## config.mk

```make
export PLATFORM = sky130hd
export DESIGN_NAME = driver_core_loader_flat
export DESIGN_NICKNAME = d
export VERILOG_FILES = /design/src/rtl/driver_core_loader_if.sv /design/src/rtl/driver_core_loader.sv /design/src/flat_wrapper.sv
export SDC_FILE = /design/constraint.sdc
export NUM_CORES = 1
export LEC_CHECK = 0
export CAP_MARGIN = 10
export CORE_ASPECT_RATIO = 0.5
export CORE_MARGIN = 1.5
export CORE_UTILIZATION = 30
export CTS_CLUSTER_DIAMETER = 30
export DETAILED_ROUTE_END_ITERATION = 8
export SETUP_SLACK_MARGIN = 0.15
export SKIP_LAST_GASP = 1
export SLEW_MARGIN = 20
export SYNTH_ARGS = -nofsm -noshare
export SYNTH_HDL_FRONTEND = slang
export SYNTH_SLANG_ARGS = --single-unit
export TNS_END_PERCENT = 50
```

## constraint.sdc

```tcl
create_clock -name clock_i -period 2.55 [get_ports clock_i]
set_input_delay 0.51 -clock clock_i [delete_from_list [all_inputs] [get_ports clock_i]]
set_output_delay 0.51 -clock clock_i [all_outputs]
set_load 0.02 [all_outputs]
```

## src/rtl/driver_core_loader_if.sv

```systemverilog
// Command handshake plus the registered driver_core "_a" bus, grouped for the loader.
// The loader (slave) consumes commands and drives the core bus; the source (master) drives commands.
interface driver_core_loader_if #(
  parameter int MAL = 6
);
  logic            cmd_valid;
  logic            cmd_ready;
  logic [2:0]      cmd_op;
  logic [MAL-1:0]  cmd_addr;
  logic [15:0]     cmd_data;
  logic            busy;
  logic            err_illegal;

  logic [2:0]      mask_select_a;
  logic [MAL-1:0]  mem_address_a;
  logic            mem_write_n_a;
  logic            mem_dot_write_n_a;
  logic [MAL-1:0]  row_select_a;
  logic [MAL-1:0]  col_select_a;
  logic [MAL-1:0]  mem_sel_col_address_a;
  logic [15:0]     data_in_a;
  logic            mem_sel_write_n_a;
  logic            row_col_select_a;
  logic            output_active_a;
  logic            inverter_select_a;

  modport master (
    output cmd_valid, cmd_op, cmd_addr, cmd_data,
    input  cmd_ready, busy, err_illegal,
    input  mask_select_a, mem_address_a, mem_write_n_a, mem_dot_write_n_a,
    input  row_select_a, col_select_a, mem_sel_col_address_a, data_in_a,
    input  mem_sel_write_n_a, row_col_select_a, output_active_a, inverter_select_a
  );

  modport slave (
    input  cmd_valid, cmd_op, cmd_addr, cmd_data,
    output cmd_ready, busy, err_illegal,
    output mask_select_a, mem_address_a, mem_write_n_a, mem_dot_write_n_a,
    output row_select_a, col_select_a, mem_sel_col_address_a, data_in_a,
    output mem_sel_write_n_a, row_col_select_a, output_active_a, inverter_select_a
  );
endinterface

```

## src/rtl/driver_core_loader.sv

```systemverilog
// Sequences configuration and memory-load commands into one driver_core, framing every
// write with setup/strobe/hold windows so the core samples stable address and data.
module driver_core_loader #(
  parameter int MEM_ADDRESS_LENGTH = 6,
  parameter int SETUP_CYCLES       = 4,
  parameter int STROBE_CYCLES      = 4,
  parameter int HOLD_CYCLES        = 4,
  parameter bit BLANK_ON_WRITE     = 1'b1
) (
  input logic                 clock_i,
  input logic                 reset_i,
  driver_core_loader_if.slave bus
);
  // state  | meaning
  // IDLE   | ready for a command
  // SETUP  | write fields stable, strobe still high
  // STROBE | selected write strobe low
  // HOLD   | fields held after the strobe, or static-op settle time
  typedef enum logic [1:0] {S_IDLE, S_SETUP, S_STROBE, S_HOLD} state_e;

  localparam int            MAL       = MEM_ADDRESS_LENGTH;
  localparam int            CW        = 16;
  localparam logic [CW-1:0] SETUP_LD  = CW'(SETUP_CYCLES - 1);
  localparam logic [CW-1:0] STROBE_LD = CW'(STROBE_CYCLES - 1);
  localparam logic [CW-1:0] HOLD_LD   = CW'(HOLD_CYCLES - 1);

  localparam logic [1:0] W_MEM  = 2'd0;
  localparam logic [1:0] W_DOT  = 2'd1;
  localparam logic [1:0] W_SEL  = 2'd2;
  localparam logic [1:0] W_NONE = 2'd3;

  state_e         state_q, state_d;
  logic [CW-1:0]  cnt_q, cnt_d;
  logic [1:0]     wop_q, wop_d;
  logic [MAL-1:0] mem_addr_q, mem_addr_d, row_q, row_d, col_q, col_d, sel_col_q, sel_col_d;
  logic [15:0]    data_q, data_d;
  logic [2:0]     mask_q, mask_d;
  logic           rcs_q, rcs_d, inv_q, inv_d, act_q, act_d, oa_q, oa_d, err_q, err_d;
  logic           wr_n_q, wr_n_d, dot_n_q, dot_n_d, sel_n_q, sel_n_d;
  logic           ready, accept;

  assign ready  = (state_q == S_IDLE) && !reset_i;
  assign accept = bus.cmd_valid && ready;

  always_comb begin
    state_d    = state_q;
    cnt_d      = cnt_q;
    wop_d      = wop_q;
    mem_addr_d = mem_addr_q;
    data_d     = data_q;
    sel_col_d  = sel_col_q;
    rcs_d      = rcs_q;
    row_d      = row_q;
    col_d      = col_q;
    mask_d     = mask_q;
    inv_d      = inv_q;
    act_d      = act_q;
    err_d      = err_q;

    case (state_q)
      S_IDLE: begin
        if (accept) begin
          case (bus.cmd_op)
            3'd0, 3'd1: begin
              mem_addr_d = bus.cmd_addr;
              data_d     = bus.cmd_data;
              wop_d      = (bus.cmd_op == 3'd0) ? W_MEM : W_DOT;
              state_d    = S_SETUP;
              cnt_d      = SETUP_LD;
            end
            3'd2: begin
              sel_col_d = bus.cmd_addr;
              rcs_d     = bus.cmd_data[0];
              wop_d     = W_SEL;
              state_d   = S_SETUP;
              cnt_d     = SETUP_LD;
            end
            3'd3: begin
              row_d   = bus.cmd_addr;
              col_d   = bus.cmd_data[MAL-1:0];
              wop_d   = W_NONE;
              state_d = S_HOLD;
              cnt_d   = HOLD_LD;
            end
            3'd4: begin
              mask_d  = bus.cmd_data[2:0];
              inv_d   = bus.cmd_data[3];
              act_d   = bus.cmd_data[4];
              wop_d   = W_NONE;
              state_d = S_HOLD;
              cnt_d   = HOLD_LD;
            end
            // Illegal ops are consumed in place; only the sticky flag changes.
            default: err_d = 1'b1;
          endcase
        end
      end
      S_SETUP: begin
        if (cnt_q == '0) begin
          state_d = S_STROBE;
          cnt_d   = STROBE_LD;
        end else begin
          cnt_d = cnt_q - CW'(1);
        end
      end
      S_STROBE: begin
        if (cnt_q == '0) begin
          state_d = S_HOLD;
          cnt_d   = HOLD_LD;
        end else begin
          cnt_d = cnt_q - CW'(1);
        end
      end
      S_HOLD: begin
        if (cnt_q == '0) begin
          state_d = S_IDLE;
        end else begin
          cnt_d = cnt_q - CW'(1);
        end
      end
      default: state_d = S_IDLE;
    endcase

    // Strobes and blanking are decoded from the next state so they register glitch-free.
    wr_n_d  = !((state_d == S_STROBE) && (wop_d == W_MEM));
    dot_n_d = !((state_d == S_STROBE) && (wop_d == W_DOT));
    sel_n_d = !((state_d == S_STROBE) && (wop_d == W_SEL));
    oa_d    = (BLANK_ON_WRITE && (state_d != S_IDLE) && (wop_d != W_NONE)) ? 1'b0 : act_d;
  end

  always_ff @(posedge clock_i) begin
    if (reset_i) begin
      state_q    <= S_IDLE;
      cnt_q      <= '0;
      wop_q      <= W_NONE;
      mem_addr_q <= '0;
      data_q     <= '0;
      sel_col_q  <= '0;
      rcs_q      <= 1'b0;
      row_q      <= '0;
      col_q      <= '0;
      mask_q     <= '0;
      inv_q      <= 1'b0;
      act_q      <= 1'b0;
      oa_q       <= 1'b0;
      err_q      <= 1'b0;
      wr_n_q     <= 1'b1;
      dot_n_q    <= 1'b1;
      sel_n_q    <= 1'b1;
    end else begin
      state_q    <= state_d;
      cnt_q      <= cnt_d;
      wop_q      <= wop_d;
      mem_addr_q <= mem_addr_d;
      data_q     <= data_d;
      sel_col_q  <= sel_col_d;
      rcs_q      <= rcs_d;
      row_q      <= row_d;
      col_q      <= col_d;
      mask_q     <= mask_d;
      inv_q      <= inv_d;
      act_q      <= act_d;
      oa_q       <= oa_d;
      err_q      <= err_d;
      wr_n_q     <= wr_n_d;
      dot_n_q    <= dot_n_d;
      sel_n_q    <= sel_n_d;
    end
  end

  assign bus.cmd_ready             = ready;
  assign bus.busy                  = (state_q != S_IDLE);
  assign bus.err_illegal           = err_q;
  assign bus.mask_select_a         = mask_q;
  assign bus.mem_address_a         = mem_addr_q;
  assign bus.mem_write_n_a         = wr_n_q;
  assign bus.mem_dot_write_n_a     = dot_n_q;
  assign bus.row_select_a          = row_q;
  assign bus.col_select_a          = col_q;
  assign bus.mem_sel_col_address_a = sel_col_q;
  assign bus.data_in_a             = data_q;
  assign bus.mem_sel_write_n_a     = sel_n_q;
  assign bus.row_col_select_a      = rcs_q;
  assign bus.output_active_a       = oa_q;
  assign bus.inverter_select_a     = inv_q;
endmodule
```

## src/flat_wrapper.sv

```systemverilog
// flat-port wrapper written by rule: the top's interface ports become plain ports
module driver_core_loader_flat 
#(
  parameter int MEM_ADDRESS_LENGTH = 6,
  parameter int SETUP_CYCLES       = 4,
  parameter int STROBE_CYCLES      = 4,
  parameter int HOLD_CYCLES        = 4,
  parameter bit BLANK_ON_WRITE     = 1'b1
)
  (clock_i, reset_i, bus_cmd_valid, bus_cmd_op, bus_cmd_addr, bus_cmd_data, bus_cmd_ready, bus_busy, bus_err_illegal, bus_mask_select_a, bus_mem_address_a, bus_mem_write_n_a, bus_mem_dot_write_n_a, bus_row_select_a, bus_col_select_a, bus_mem_sel_col_address_a, bus_data_in_a, bus_mem_sel_write_n_a, bus_row_col_select_a, bus_output_active_a, bus_inverter_select_a);
  driver_core_loader_if bus_i ();
  input logic clock_i;
  input logic reset_i;
  input wire logic [$bits(bus_i.cmd_valid)-1:0] bus_cmd_valid;
  input wire logic [$bits(bus_i.cmd_op)-1:0] bus_cmd_op;
  input wire logic [$bits(bus_i.cmd_addr)-1:0] bus_cmd_addr;
  input wire logic [$bits(bus_i.cmd_data)-1:0] bus_cmd_data;
  output wire logic [$bits(bus_i.cmd_ready)-1:0] bus_cmd_ready;
  output wire logic [$bits(bus_i.busy)-1:0] bus_busy;
  output wire logic [$bits(bus_i.err_illegal)-1:0] bus_err_illegal;
  output wire logic [$bits(bus_i.mask_select_a)-1:0] bus_mask_select_a;
  output wire logic [$bits(bus_i.mem_address_a)-1:0] bus_mem_address_a;
  output wire logic [$bits(bus_i.mem_write_n_a)-1:0] bus_mem_write_n_a;
  output wire logic [$bits(bus_i.mem_dot_write_n_a)-1:0] bus_mem_dot_write_n_a;
  output wire logic [$bits(bus_i.row_select_a)-1:0] bus_row_select_a;
  output wire logic [$bits(bus_i.col_select_a)-1:0] bus_col_select_a;
  output wire logic [$bits(bus_i.mem_sel_col_address_a)-1:0] bus_mem_sel_col_address_a;
  output wire logic [$bits(bus_i.data_in_a)-1:0] bus_data_in_a;
  output wire logic [$bits(bus_i.mem_sel_write_n_a)-1:0] bus_mem_sel_write_n_a;
  output wire logic [$bits(bus_i.row_col_select_a)-1:0] bus_row_col_select_a;
  output wire logic [$bits(bus_i.output_active_a)-1:0] bus_output_active_a;
  output wire logic [$bits(bus_i.inverter_select_a)-1:0] bus_inverter_select_a;
  assign bus_i.cmd_valid = bus_cmd_valid;
  assign bus_i.cmd_op = bus_cmd_op;
  assign bus_i.cmd_addr = bus_cmd_addr;
  assign bus_i.cmd_data = bus_cmd_data;
  assign bus_cmd_ready = bus_i.cmd_ready;
  assign bus_busy = bus_i.busy;
  assign bus_err_illegal = bus_i.err_illegal;
  assign bus_mask_select_a = bus_i.mask_select_a;
  assign bus_mem_address_a = bus_i.mem_address_a;
  assign bus_mem_write_n_a = bus_i.mem_write_n_a;
  assign bus_mem_dot_write_n_a = bus_i.mem_dot_write_n_a;
  assign bus_row_select_a = bus_i.row_select_a;
  assign bus_col_select_a = bus_i.col_select_a;
  assign bus_mem_sel_col_address_a = bus_i.mem_sel_col_address_a;
  assign bus_data_in_a = bus_i.data_in_a;
  assign bus_mem_sel_write_n_a = bus_i.mem_sel_write_n_a;
  assign bus_row_col_select_a = bus_i.row_col_select_a;
  assign bus_output_active_a = bus_i.output_active_a;
  assign bus_inverter_select_a = bus_i.inverter_select_a;
  driver_core_loader #(.MEM_ADDRESS_LENGTH(MEM_ADDRESS_LENGTH), .SETUP_CYCLES(SETUP_CYCLES), .STROBE_CYCLES(STROBE_CYCLES), .HOLD_CYCLES(HOLD_CYCLES), .BLANK_ON_WRITE(BLANK_ON_WRITE)) u_core (.clock_i(clock_i), .reset_i(reset_i), .bus(bus_i));
endmodule
```

=== Word-level counts from Yosys, hierarchy flattened ===
Cells that the tools add are included.

* $add $sub $neg: 1
* Equality and inequality tests: 14
* Bitwise operators: 1
* Mux-type cells: 18
* Reductions and logical operators: 28

{| class="wikitable"
|+ Operator list
! kind !! count
|-
| $mux W16 || 4
|-
| $pmux W16 S3 || 1
|-
| $reduce_and A3 Y1 || 6
|-
| $logic_not A16 Y1 || 1
|-
| $sub A16 B1 Y16 const B || 1
|-
| $mux W2 || 6
|-
| $eq A2 B2 Y1 const B || 4
|-
| $pmux W2 S4 || 1
|-
| $reduce_or A2 Y1 || 4
|-
| $eq A3 B2 Y1 const B || 2
|-
| $logic_and A1 B1 Y1 || 6
|-
| $ne A2 B2 Y1 const B || 3
|-
| $pmux W2 S3 || 1
|-
| $reduce_or A5 Y1 || 1
|-
| $eq A2 B1 Y1 const B || 2
|-
| $logic_not A1 Y1 || 4
|-
| $logic_not A2 Y1 || 2
|-
| $mux W1 || 4
|-
| $pmux W2 S2 || 1
|-
| $reduce_bool A2 Y1 || 2
|-
| $eq A3 B1 Y1 const B || 1
|-
| $eq A3 B3 Y1 const B || 1
|-
| $logic_not A3 Y1 || 1
|-
| $reduce_or A3 Y1 || 1
|-
| other kinds (2) || 2
|}

* Logic and storage cells: 79
* Output and inout bits: 52
* Input bits: 28
* Register bits after elaboration: 71

=== Logic depth before layout (Yosys ltp) ===
* Depth in word-level cells: 8
* Depth in mapped cells: 8
* Gate-level depth less buffers: 7

=== Least setup slack after synthesis ===
No wires, ideal clock.

* Path kind: reg-to-reg
* Start point: register u_core.cnt_q[0]
* End point: register u_core.sel_n_q (netlist: u_core.bus.mem_sel_write_n_a)
* Stages on the path, launching flop included: 9
* Data required time: 2,401 ps
* Setup time: 149 ps
* Period minus slack after synthesis: 2,253 ps
* Arrival: 2,104 ps
* Buffers on the path: 1
* Setup slack: 297 ps
* Cell sequence: dfxtp_1 inv_1 ha_1 nor3b_1 and4_1 buf_2 mux2_2 a2111oi_0 nand3b_1

* Word-level cells in the longest chain between the ends: 6
* Elaborated cells between the ends (all ways): 8
* Classes of those cells: 1 x eq/ne; 4 x mux; 3 x reduce/logical

{| class="wikitable"
|+ Ends and longest elaborated chain
! element !! line !! text
|-
| start, declared || driver_core_loader.sv:33 || <nowiki>logic [CW-1:0] cnt_q, cnt_d;</nowiki>
|-
| start signal, assigned || driver_core_loader.sv:152 || <nowiki>cnt_q <= cnt_d;</nowiki>
|-
| $logic_not A16 Y1 (*) || driver_core_loader.sv:99, driver_core_loader.sv:107, driver_core_loader.sv:115 ||
|-
| $mux W2 (on tied branches) || driver_core_loader.sv:115, driver_core_loader.sv:99, driver_core_loader.sv:107 ||
|-
| $pmux W2 S4 (*) || driver_core_loader.sv:60 || <nowiki>case (state_q)</nowiki>
|-
| $eq A2 B2 Y1 (*) || driver_core_loader.sv:127 || <nowiki>sel_n_d = !((state_d == S_STROBE) && (wop_d == W_SEL));</nowiki>
|-
| $logic_and A1 B1 Y1 (*) || driver_core_loader.sv:127 ||
|-
| $logic_not A1 Y1 (*) || driver_core_loader.sv:127 ||
|-
| end signal, assigned || driver_core_loader.sv:167 || <nowiki>sel_n_q <= sel_n_d;</nowiki>
|-
| end, declared || driver_core_loader.sv:39 || <nowiki>logic wr_n_q, wr_n_d, dot_n_q, dot_n_d, sel_n_q, sel_n_d;</nowiki>
|}

Every way passes the cells marked *; elsewhere a longest branch is shown, timed or not.
A chain may end at the register's enable or synchronous reset.

=== Worst setup path in the final report ===
* Start point: register u_core.cnt_q[6]
* End point: register u_core.sel_n_q (netlist: u_core.bus.mem_sel_write_n_a)

The elaborated chain is that of the path after synthesis.

==> implementation parameters <==
Parameter                              Value

Timing
  Hold violation count in the final report ... 0
  Time the final worst path needs with I/O delays and setup ... about 2300 ps
  Max_slew headroom ... 0.631
  Skew final ... 5.01 ps
  Slew at the pin with the worst max-slew slack ... between 500 and 600 ps
  Setup repair after global routing missed its margin ... true
  Final count of negative-setup-slack endpoints ... 0
  Tcrit/Tclk final ... 0.902
  Achievable frequency ... around 0.43 GHz
  Aggregate negative setup slack ... 0 ps
  Worst path setup slack after routing ... 250 ps
  Slew Limit Fails ... 0
  Worst-case hold slack ... approximately 440 ps

Synth
  Post-synth top cells ... nand2_1, dfxtp_1, a21oi_1
  Net count after synthesis ... roughly 390
  Ys async rst share ... 0
  EDFF count, synth ... 0
  Synthesized instance count ... about 360
  Top cells by area in the synthesized netlist ... dfxtp_1, nand2_1, a21oi_1
  Top FF cell, synth ... dfxtp_1
  Area of the mapped netlist ... between 0.003 and 0.004 mm²
  Largest area contributor in the synthesized netlist ... dfxtp_1
  Count of synthesis-stage warnings from yosys ... 0
  #FFs+latches synth ... 71
  Library cell with the highest instance count after synthesis ... nand2_1
  Share of synthesized area occupied by flip-flops and latches ... 0.472
  Mean Syn Cell Area ... 8.39 µm²
  Number of distinct standard cells referenced by the synthesized netlist ... 48
  Synth top area share ... 0.472

Clock network
  Inserted Clock Buffers ... 9
  Maximum clock insertion buffer count ... 2
  Clk_lat worst skew ... around 330 ps
  Clk pin slew, worst setup/hold paths ... ~60 ps
  Number of clock sinks ... 71
  Total number of H-tree levels ... 3
  CTS tree ... done
  Clock root buffer ... clkbuf_16

Place
  Detail Placement HPWL ... between 5000 and 6000 µm
  Setup slack at placement ... about 16 ps
  Routability cong. ... 0.798
  IO Port Bufs ... a little under 80

Floorplanning
  X dimension of the die ... 145 µm
  Total I/O pin count ... 80
  Die area ... 0.0107 mm²
  Starting utilization of the core area ... 0.313
  Die outline height ... approximately 74 µm
  Cell Rows ... 25
  Core Area ... between 0.009 and 0.01 mm²

Setup path
  Critical path arrival ... 2510 ps
  Required time of the critical path ... 2760 ps
  Kind of capture point of the worst setup path ... flop
  Worst Path Max Fanout ... 6
  Type of the worst setup path ... reg2reg
  CP startpoint kind ... flop

Detailed routing
  Detailed Route WL ... around 8100 µm
  Detailed-route wire length per cell ... approximately 14 µm
  Post-DR vias/cell ... about 4.7
  Iter 0 DRT Violations ... 123
  Routed Antenna Nets ... 0
  Total iterations of the first detailed-routing run ... 4
  DR vias ... around 2800
  DRC errors left ... 0

Power
  Cell Pwr Density ... 935 mW/mm²
  Total Power ... between 4000 and 5000 µW
  Largest vdd supply drop ... 0.000348 V
  Reported leakage power ... around 0.0017 µW

Global routing
  Global routing usage summed across all routing layers ... 0.161
  Wire length of the first global-routing pass ... approximately 13000 µm
  Largest net degree at the start of global routing ... between 50 and 60
  Initial antenna violation count ... 0
  Vias in the first global route ... 2589
  Total global routing overflow ... 0

Hold path
  Hold crit path type ... in2reg

Finish
  Number of filler cells placed in the layout ... ~940
  Net count of the finished layout ... ~490
  Area growth from synthesis to final layout ... 46.9%
  Fraction of layout cells with a size suffix above 1 ... 0.132
  Ant. Diodes ... 0
  Core occupancy in the finished layout ... 0.460

Outcome
  Run status ... complete, no violations

Flow run
  Max-cap viol count ... 0
-- worst paths after layout --
check / startpoint / to / slack [ps] / depth (start not counted)
max: u_core.cnt_q[6]$_SDFFE_PP0P_ / u_core.bus.mem_sel_write_n_a$_SDFF_PP1_ / 250 / 6
min: reset_i / u_core.state_q[0]$_SDFF_PP0_ / 440 / 2
max reg2reg: u_core.cnt_q[6]$_SDFFE_PP0P_ / u_core.bus.mem_sel_write_n_a$_SDFF_PP1_ / 250 / 6
min reg2reg: u_core.bus.data_in_a[12]$_SDFFE_PP0P_ / u_core.bus.data_in_a[12]$_SDFFE_PP0P_ / 450 / 2
-- critical path, stage by stage, from the launching register on --
cell and delay, ps:
dfxtp_1 340, nor4_1 480, and4_2 400, mux2_2 380, a2111oi_2 330, buf_4 170, nand3b_1 60
-- flip-flops by register name, indices dropped and copies added, names as in the netlist --
name                              count
u_core.bus.data_in_a                 16
u_core.cnt_q                         16
u_core.bus.col_select_a               6
u_core.bus.mem_address_a              6
u_core.bus.mem_sel_col_address_a      6
u_core.bus.row_select_a               6
u_core.bus.mask_select_a              3
u_core.state_q                        2
u_core.wop_q                          2
u_core.act_q                          1
u_core.bus.err_illegal                1
u_core.bus.inverter_select_a          1
u_core.bus.mem_dot_write_n_a          1
u_core.bus.mem_sel_write_n_a          1
u_core.bus.mem_write_n_a              1
u_core.bus.output_active_a            1
u_core.bus.row_col_select_a           1
-- stage by stage --
| stage | instances | instance area, µm² |
|---|---|---|
| finish | 597 | 4420 |
| global route | 597 | 4420 |
| CTS | 597 | 4400 |
| detailed placement | 581 | 4110 |
| global placement | 581 | 4110 |
| floorplan | 359 | 3010 |
-- cells in the final DEF (no fill, tap or decap), drive strengths merged, types with 5 or more instances in the layout --
master | synthesis | routed
nor4 | 6 | 6
a211oi | 8 | 8
ha | 7 | 7
or3 | 8 | 8
a21oi | 41 | 41
mux2i | 12 | 12
nor3 | 9 | 9
buf | 3 | 30
inv | 6 | 7
or4 | 5 | 5
dfxtp | 71 | 71
nand3b | 6 | 6
nand2 | 76 | 76
o21ai | 18 | 18
clkbuf | 18 | 13
nor2 | 24 | 24
clkdlybuf4s50 | 0 | 76
-- where the power goes --
group | switching [µW] | total (µW) | internal [µW]
Clock | 470 | 1210 | 743
Combinational | 851 | 1590 | 743
Sequential | 108 | 1330 | 1220
Total | 1430 | 4140 | 2710
-- metal layers --
metal / global-route usage / vias up / part of all wire
li1: - / 1469 / -
met1: 0.204 / 1293 / 0.48
met2: 0.260 / 44 / 0.47
met3: 0.0456 / 6 / 0.035
met4: 0.0629 / 0 / 0.010
met5: 0 / - / 0
-- area by class of cell --
cell class / instances / area, µm² / share of cell area
clock inverters: 3 / 25.0 / 0.00566
clock buffers: 13 / 270 / 0.0611
inverters: 6 / 22.5 / 0.00509
flip-flops and latches: 71 / 1420 / 0.321
multi-input cells: 261 / 1510 / 0.341
well taps: 135 / 169 / 0.0382
repair buffers: 108 / 1000 / 0.227
-- kinds of logic (layout without fill, tap and decap cells) --
group / after synthesis / count (layout) / synth area share
AND/OR/NAND/NOR: 151 / 151 / 0.242
adder cells (fa/ha/maj): 7 / 7 / 0.0291
XOR/XNOR: 3 / 3 / 0.00873
flip-flops: 71 / 71 / 0.472
multiplexers: 13 / 13 / 0.0436
AO/OA/AOI/OAI: 87 / 87 / 0.170
buffers and inverters: 27 / 130 / 0.0345
-- repair_timing --
item	in CTS	in global routing
setup buffers	0	0
pin swaps	0	0
hold endpoints to repair	0	0
resized for setup	1	6
setup endpoints to repair	2	4
hold buffers	0	0
(Power assumes the default switching activity.)
